--- src/rtl/input_cond_pkg.sv ---
// rtl/input_cond_pkg.sv - shared types and constants for the input conditioner
package input_cond_pkg;

    typedef enum logic [1:0] {
        STABLE_LO = 2'd0,
        WAIT_HI   = 2'd1,
        STABLE_HI = 2'd2,
        WAIT_LO   = 2'd3
    } deb_state_t;

    localparam int SYNC_STAGES = 2;

endpackage

--- src/rtl/debounce_channel.sv ---
// rtl/debounce_channel.sv - synchronizer plus counter debounce for one input; strobes built only with INPUT_COND_EDGE_EN
module debounce_channel
    import input_cond_pkg::*;
#(
    parameter int DEBOUNCE_CYCLES = 4
) (
    input  logic clk,
    input  logic reset,
    input  logic raw,
    output logic level,
    output logic rise,
    output logic fall
);

    localparam int CNT_W = $clog2(DEBOUNCE_CYCLES + 1);
    localparam logic [CNT_W-1:0] CNT_LAST = CNT_W'(DEBOUNCE_CYCLES - 1);

    logic [SYNC_STAGES-1:0] sync_q, sync_d;
    deb_state_t             state_q, state_d;
    logic [CNT_W-1:0]       cnt_q, cnt_d;
    logic                   level_q, level_d;
    logic                   s;

    assign sync_d = {sync_q[SYNC_STAGES-2:0], raw};
    assign s      = sync_q[SYNC_STAGES-1];

    always_comb begin
        state_d = state_q;
        cnt_d   = cnt_q;
        case (state_q)
            STABLE_LO: begin
                if (s) begin
                    state_d = WAIT_HI;
                    cnt_d   = CNT_W'(1);
                end else begin
                    cnt_d = '0;
                end
            end
            WAIT_HI: begin
                if (!s) begin
                    state_d = STABLE_LO;
                    cnt_d   = '0;
                end else if (cnt_q == CNT_LAST) begin
                    state_d = STABLE_HI;
                    cnt_d   = '0;
                end else begin
                    cnt_d = cnt_q + CNT_W'(1);
                end
            end
            STABLE_HI: begin
                if (!s) begin
                    state_d = WAIT_LO;
                    cnt_d   = CNT_W'(1);
                end else begin
                    cnt_d = '0;
                end
            end
            WAIT_LO: begin
                if (s) begin
                    state_d = STABLE_HI;
                    cnt_d   = '0;
                end else if (cnt_q == CNT_LAST) begin
                    state_d = STABLE_LO;
                    cnt_d   = '0;
                end else begin
                    cnt_d = cnt_q + CNT_W'(1);
                end
            end
            default: begin
                state_d = STABLE_LO;
                cnt_d   = '0;
            end
        endcase
    end

    // Output registered from next state so it changes on the same edge as the state
    assign level_d = (state_d == STABLE_HI) || (state_d == WAIT_LO);

    always_ff @(posedge clk) begin
        if (reset) begin
            sync_q  <= '0;
            state_q <= STABLE_LO;
            cnt_q   <= '0;
            level_q <= 1'b0;
        end else begin
            sync_q  <= sync_d;
            state_q <= state_d;
            cnt_q   <= cnt_d;
            level_q <= level_d;
        end
    end

    assign level = level_q;

`ifdef INPUT_COND_EDGE_EN
    logic rise_q, rise_d;
    logic fall_q, fall_d;

    assign rise_d = level_d & ~level_q;
    assign fall_d = ~level_d & level_q;

    always_ff @(posedge clk) begin
        if (reset) begin
            rise_q <= 1'b0;
            fall_q <= 1'b0;
        end else begin
            rise_q <= rise_d;
            fall_q <= fall_d;
        end
    end

    assign rise = rise_q;
    assign fall = fall_q;
`else
    assign rise = 1'b0;
    assign fall = 1'b0;
`endif

endmodule

--- src/rtl/input_conditioner.sv ---
// rtl/input_conditioner.sv - two independent debounced channels A and B; strobes enabled by INPUT_COND_EDGE_EN
module input_conditioner
    import input_cond_pkg::*;
#(
    parameter int DEBOUNCE_CYCLES = 4
) (
    input  logic clk,
    input  logic reset,
    input  logic a_raw,
    input  logic b_raw,
    output logic A,
    output logic B,
    output logic a_rise,
    output logic a_fall,
    output logic b_rise,
    output logic b_fall
);

    debounce_channel #(
        .DEBOUNCE_CYCLES(DEBOUNCE_CYCLES)
    ) u_a (
        .clk  (clk),
        .reset(reset),
        .raw  (a_raw),
        .level(A),
        .rise (a_rise),
        .fall (a_fall)
    );

    debounce_channel #(
        .DEBOUNCE_CYCLES(DEBOUNCE_CYCLES)
    ) u_b (
        .clk  (clk),
        .reset(reset),
        .raw  (b_raw),
        .level(B),
        .rise (b_rise),
        .fall (b_fall)
    );

endmodule

--- config.mk ---
export PLATFORM = sky130hd
export DESIGN_NAME = input_conditioner
export DESIGN_NICKNAME = d
export VERILOG_FILES = /design/src/rtl/input_cond_pkg.sv /design/src/rtl/debounce_channel.sv /design/src/rtl/input_conditioner.sv
export SDC_FILE = /design/constraint.sdc
export NUM_CORES = 1
export LEC_CHECK = 0
export BUFFER_PORTS_ARGS = -buffer_cell sky130_fd_sc_hd__buf_2
export CORE_AREA = 3 3 40 42
export DETAILED_ROUTE_END_ITERATION = 16
export DIE_AREA = 0 0 43 45
export PLACE_DENSITY_LB_ADDON = 0.15
export SYNTH_ARGS = -nofsm -noshare
export SYNTH_HDL_FRONTEND = slang
export SYNTH_SLANG_ARGS = --single-unit
--- constraint.sdc ---
create_clock -name clk -period 3.3 [get_ports clk]
set_input_delay 0.66 -clock clk [delete_from_list [all_inputs] [get_ports clk]]
set_output_delay 0.66 -clock clk [all_outputs]
set_load 0.005 [all_outputs]
# == Word level (Yosys, flattened, before mapping) ==
# Index checks and enable logic that the tools add are counted.
# op_classes
n_addsub,2
eq_ne,12
mux,26
n_reduce_logical,4
# ops
cell,n
2-bit 2-to-1 mux,12
3-bit case mux with 4 select lines,2
3-bit 2-to-1 mux,6
2-bit == test (second input constant),8
2-bit case mux with 4 select lines,2
3-bit by 1-bit adder with 3-bit output (second input constant),2
3-bit by 2-bit == test with 1-bit output (second input constant),2
2-bit by 1-bit == test with 1-bit output (second input constant),2
2-bit zero test,2
1-bit 2-to-1 mux,4
1-bit logical OR,2
# totals
ff_bits,16
inputBits,4
out_inout_bits,6
word_cells,52

# == Logic depth before layout (Yosys ltp) ==
# Gate-level depths: netlist of run 1.
# logic_depth
ltp_word,6
mapped_depth,4
mapped_depth_nobuf,3

# == By module ==
# A second synthesis of run 1 with hierarchy kept.
# hier_totals
hier_cells,48
hier_area_um2,535.5
# by_module_without_submodules
module,instances,cells_per_inst,area_each_um2,seq_area_each_um2
debounce_channel,2,24,267.8,140.1

# == Least setup slack after synthesis of run 1 ==
# Ideal clock, no wire load.
# synth_path
kind,in2reg
startpoint,input reset
endpoint,register u_b.cnt_q[0]
setup_time_ns,0.103
arrival_ns,1.124
required_time_ns,3.197
path_slack_ns,2.073
path_stages,2
n_path_buf,1
cell_sequence,buf_2 a2111oi_2
# synth_rtl
element,line_no,rtl
from (decl),input_conditioner.sv:8,"input logic reset,"
to (signal assigned),debounce_channel.sv:88,cnt_q <= cnt_d;
to (decl),debounce_channel.sv:20,"logic [CNT_W-1:0] cnt_q, cnt_d;"
# No word-level cell between the ends.

# == Final worst setup path of run 1 ==
# layout_path
startpoint,"register u_b.level_q, in the netlist u_b.level"
endpoint,output B
# layout_rtl
element,line_no,rtl
from (decl),debounce_channel.sv:21,"logic level_q, level_d;"
from (signal assigned),debounce_channel.sv:89,level_q <= level_d;
to (decl),input_conditioner.sv:12,"output logic B,"
# No word-level cell between the ends.

==> results of run 1 <==
==> power groups by stage <==
stage / Sequential [mW] / Combinational [mW] / Clock (mW)
after floorplan: 0.203 / 0.0131 / 0
after global placement: 0.203 / 0.0122 / 0
after detailed placement: 0.203 / 0.0123 / 0
after CTS: 0.199 / 0.0122 / 0.101
after global routing: 0.199 / 0.0138 / 0.109
final: 0.199 / 0.0121 / 0.0949
==> routing by layer <==
| metal | vias to the layer above | GRT usage | wire, um |
|---|---|---|---|
| li1 | 184 | - | - |
| met1 | 152 | 0.118 | 351 |
| met2 | 8 | 0.120 | 301 |
| met3 | 2 | 0.0359 | 37 |
| met4 | 0 | 0.108 | 9 |
| met5 | - | 0 | 0 |
==> final cells by class <==
class	count	area [sq um]
Clock buffer	3	22.5
Fill cell	120	617
Multi-Input combinational cell	34	282
Sequential cell	16	320
Tap cell	15	18.8
Timing Repair Buffer	5	25.0
==> placed cells by master, fill, tap and decap left out <==
cell type,netlist,final
clkbuf_4,0,3
nand2b_1,5,5
dfxtp_1,16,16
nand2_1,1,1
nor3_1,4,4
mux2i_1,4,4
buf_2,2,5
nor4b_2,2,2
a2111oi_2,1,1
nor2b_1,5,5
and3b_1,2,2
conb_1,1,4
a2111oi_4,1,1
xnor2_1,2,2
ha_1,2,2
nand3b_1,1,1
==> sequential cells by signal (all words and copies together), names as in the netlist <==
register     count
u_a.state_q      2
u_b.state_q      2
u_b.cnt_q        3
u_a.level        1
u_b.level        1
u_a.cnt_q        3
u_a.sync_q       2
u_b.sync_q       2
==> kinds of logic (layout without fill, tap and decap cells) <==
group / after synthesis / count (layout) / share of synthesized area
adders and majority gates: 2 / 2 / 0.0390
AOI/OAI and AO/OA: 2 / 2 / 0.0663
xor gates and xnor gates: 2 / 2 / 0.0273
DFF: 16 / 16 / 0.499
other: 1 / 4 / 0.00584
buffers and inverters: 7 / 8 / 0.0799
muxes: 4 / 4 / 0.0624
and+or+nand+nor: 20 / 20 / 0.220
==> stage by stage <==
stage	cells	power (mW)	instance area, sq um	hold slack, ps
global placement	70	0.215	646	431
global route	73	0.322	668	467
CTS	73	0.312	668	456
finish	73	0.306	668	448
floorplan	57	0.216	653	414
detailed placement	70	0.215	646	426
==> final timing paths <==
kind	from	to	slack [ps]
worst max-delay path	u_b.level	B	1950
worst min-delay path	u_a.sync_q[0]	u_a.sync_q[1]	450
worst max register to register	u_a.cnt_q[0]	u_a.state_q[1]	2160
worst min register to register	u_a.sync_q[0]	u_a.sync_q[1]	450
==> results.yml, run 1 <==
power:
  p_sw_mw: 0.0613
  power_density_mw_per_mm2: 457
  comb_power_share: 0.040
  p_leak_nw: 0.250
  switching_share: 0.201
  seq_power_share: 0.650
  intPower_mw: 0.244
  vdd_drop_max_v: 0.000238
  p_clk_frac: 0.310
synthesis:
  synth_edf_count: 0
  ys_types: 17
  synthTopCellsByCount: "dfxtp_1 (16), nand2b_1 (5), nor2b_1 (5)"
  yosysTopAreaCellShare: 0.499
  yosysSeqAreaShare: 0.499
  syn_area_sq_um: 642
  synth_seq_cells: 16
  yosys.area.top_type: "dfxtp_1"
  yosysWarnings: 0
  ys.flop_type: "dfxtp_1"
  post_synth.cell_area_avg_sq_um: 11.9
  yosysMostFrequentCell: "dfxtp_1"
  async_reset_ff_frac: 0
  synth_area_leaders: "dfxtp_1 (50%), mux2i_1 (6.2%), nand2b_1 (4.9%), nor2b_1 (4.9%), buf_4 (4.7%)"
  synthCells: 54
sta:
  final_max_slew_viol_count: 0
  rsz0062_at_grt: "false"
  finalHoldViolations: 0
  tns_ps: 0
  finalSetupViolCount: 0
  setup_slack_ps: 1950
  min_period_ps: 1350
  max_freq_mhz: 742
  fin_crit_sh: 0.409
  finClkSkew_ps: 0.483
min_path:
  min_path_cells: 1
  hold_class: "register to register"
floorplan:
  chipWidth_um: 43
  core_sq_mm: 0.00128
  die_h_um: 45
  initial_utilization: 0.500
  rows: 13
  ios: 10
  die-area_sq_mm: 0.00194
global_routing:
  grt_max_degree: 16
  grt_pass1_wl_um: 1300
  grtUsageTotal: 0.0965
  grt_pass1_vias: 310
  antenna_found_initial: 0
  gr-total-overflow: 0
cts:
  path_clk_slew_ps: 80
  cts_buffers: 3
  clkSinkCount: 16
  cts_buffer_depth: 2
  tritoncts: "built"
  hold_buffers: 0
  clk_latency_ps: 270
  cts_htree_levels: 1
  post_cts_buffers: 0
  cts_resized: 0
  clockRootBuffer: "clkbuf_4"
place:
  gp_congestion: 0.583
  dp.final_hpwl_um: 529
  io_buffers: 5
  pre_cts_slack_ps: 1900
worst_setup_path:
  worstSetupPathType: "register to primary output"
  startpoint_type: "register"
  crit_chain: "buf_2"
  cpPeakStageDelay_ps: 300
  cp_num_buf_inv: 1
  crit_slowest_cell: "dfxtp_1"
  reg2regPathDepth: 3
  critPathArrivalTime_ps: 690
  cp.depth: 1
  cp_max_fo: 1
  end_kind: "primary output"
  required_ps: 2640
  critPathTopFamily: "flip-flops"
drt:
  drc_errors: 0
  vias: 346
  drt_wl_total_um: 700
  antenna_left: 0
  routedWlPerCell_um: 9.59
  drt_iter0_drc: 4
  avgViaCountPerCell: 4.74
  drtPass1Iterations: 2
layout:
  drive_gt1_frac: 0.207
  area_delta_synth_final_pct: 4.09
  nets: 66
  post-route-util: 0.520
  antenna_cells: 0
job:
  drv_cap: 0
status:
  status: "completed"
No activity file was read; power rests on OpenSTA's default activity.
==> run 2, diff against run 1 <==
==> constraint.sdc (replaced) <==
create_clock -name clk -period 1.3 [get_ports clk]
set_input_delay 0.26 -clock clk [delete_from_list [all_inputs] [get_ports clk]]
set_output_delay 0.26 -clock clk [all_outputs]
set_load 0.005 [all_outputs]
==> run 2 against run 1 <==
Net effect:
- hold slack worse by 260 ps
- register-to-register slack got worse by 2000 ps
- largest power group unchanged
- critical path type is now register to register
- wire length increased by 2.0%
- sequential power grew to 2.5 times the previous value
- die area unchanged
- non-clock buffer count did not move
- flip-flop and latch count is the same
- largest cell class unchanged
- global-route usage shrank 0.85 points
- highest routed layer unchanged
- count of clock-buffer cells in the layout increased by 1
==> results.yml, run 2 (same netlist as run 1, synthesis figures left out) <==
status:
  status: "completed"
worst_setup_path:
  cp_max_fo: 4
  critPathArrivalTime_ps: 1350
  required_ps: 1520
  reg2regPathDepth: 3
  r2r-start: "u_a.cnt_q[0]"
  startpoint_type: "register"
  worstSetupPathType: "register to register"
  rr_endpoint: "u_a.level"
  end_kind: "register"
  r2r_setup_slack_ps: 170
  crit_start: "u_a.cnt_q[0]"
  cp-endpoint: "u_a.level"
power:
  intPower_mw: 0.683
  seq_power_share: 0.591
  vdd_drop_max_v: 0.000627
  total_power_mw: 0.853
  switching_share: 0.199
  p_clk_frac: 0.373
  p_sw_mw: 0.170
  power_density_mw_per_mm2: 1250
  comb_power_share: 0.036
  p_leak_nw: 0.257
drt:
  drtPass1Iterations: 2
  wirelength_met1_um: 374
  avgViaCountPerCell: 4.76
  drt_wl_total_um: 714
  vias: 352
  drc_errors: 0
  drt_iter0_drc: 3
  routedWlPerCell_um: 9.65
  wl_met3_um: 40
  antenna_left: 0
  wl_met2_um: 286
  top_layer: "met4"
global_routing:
  grtUsageTotal: 0.0880
  gr-total-overflow: 0
  grt_pass1_wl_um: 1210
  grt_pass1_vias: 308
  grt_max_degree: 16
  antenna_found_initial: 0
cts:
  cts_htree_levels: 1
  clk_latency_ps: 280
  cts_resized: 0
  hold_buffers: 0
  cts_buffer_depth: 2
  clockRootBuffer: "clkbuf_4"
  post_cts_buffers: 0
  path_clk_slew_ps: 90
  clkSinkCount: 16
  cts_buffers: 3
  tritoncts: "built"
sta:
  finClkSkew_ps: 1.13
  finalSetupViolCount: 0
  tns_ps: 0
  min_period_ps: 1130
  finalHoldViolations: 0
  rsz0062_at_grt: "false"
  fin_crit_sh: 0.873
  final_max_slew_viol_count: 0
  max_freq_mhz: 881
layout:
  n_fill_cell: 120
  antenna_cells: 0
  top_regs: "u_a.cnt_q: 3 flops, u_b.cnt_q: 3 flops"
  post-route-util: 0.531
  multiInputGateArea_sq_um: 282
  final_common_cell: "dfxtp_1"
  layout_common_cells: "dfxtp_1 (16), nand2b_1 (5), nor2b_1 (5), buf_2 (5)"
  area_delta_synth_final_pct: 6.24
  nets: 66
  drive_gt1_frac: 0.220
  register_area_sq_um: 320
floorplan:
  initial_utilization: 0.500
  core_sq_mm: 0.00128
  rows: 13
  die-area_sq_mm: 0.00194
  chipWidth_um: 43
  die_h_um: 45
  ios: 10
place:
  io_buffers: 5
  gp_congestion: 0.646
min_path:
  hold_class: "input port to register"
job:
  drv_cap: 0
run 2: changes by cell type in the layout (fill, tap and decap cells not counted):
| cell | change |
|---|---|
| clkbuf_8 | +1 |
run 2: cell type report:
type	instances	share of cell area
timing repair buffer	5	0.0367
sequential	16	0.470
multi-input combinational	34	0.413
clock buffer	4	0.0532
tap	15	0.0275
run 2: critical path, cell delays in order, from the launching register on:
cell and delay (ps):
dfxtp_1 390, ha_1 170, and3b_1 310, mux2i_1 210
run 2: per-layer routing:
layer | global-route usage | vias to the layer above
met4 | 0.0904 | 0
met1 | 0.106 | 157
met2 | 0.123 | 8
met3 | 0.0239 | 2
met5 | 0 | -
li1 | - | 185
run 2: worst min-delay path by stage:
stage                  startpoint             to  cells after the start  slack, ps
floorplan                   a_raw  u_a.sync_q[0]                      1        390
global placement    u_a.sync_q[0]  u_a.sync_q[1]                      1        420
detailed placement  u_b.sync_q[0]  u_b.sync_q[1]                      1        430
CTS                         a_raw  u_a.sync_q[0]                      2        180
global route                a_raw  u_a.sync_q[0]                      2        190
finish                      b_raw  u_b.sync_q[0]                      2        180
run 2: power groups by stage:
stage / Clock (mW) / Combinational (mW) / Sequential, mW
floorplan: 0 / 0.0332 / 0.515
finish: 0.318 / 0.0309 / 0.504
CTS: 0.328 / 0.0312 / 0.505
global placement: 0 / 0.0316 / 0.516
detailed placement: 0 / 0.0311 / 0.516
global route: 0.356 / 0.0347 / 0.506
run 2: metrics by stage:
step / instance area, sq um / setup WS [ps] / cells / hold slack (ps)
floorplan: 653 / 216 / 57 / 388
global placement: 646 / 183 / 70 / 418
detailed placement: 646 / 188 / 70 / 429
CTS: 682 / 163 / 74 / 183
global route: 682 / 87.4 / 74 / 185
finish: 682 / 165 / 74 / 184
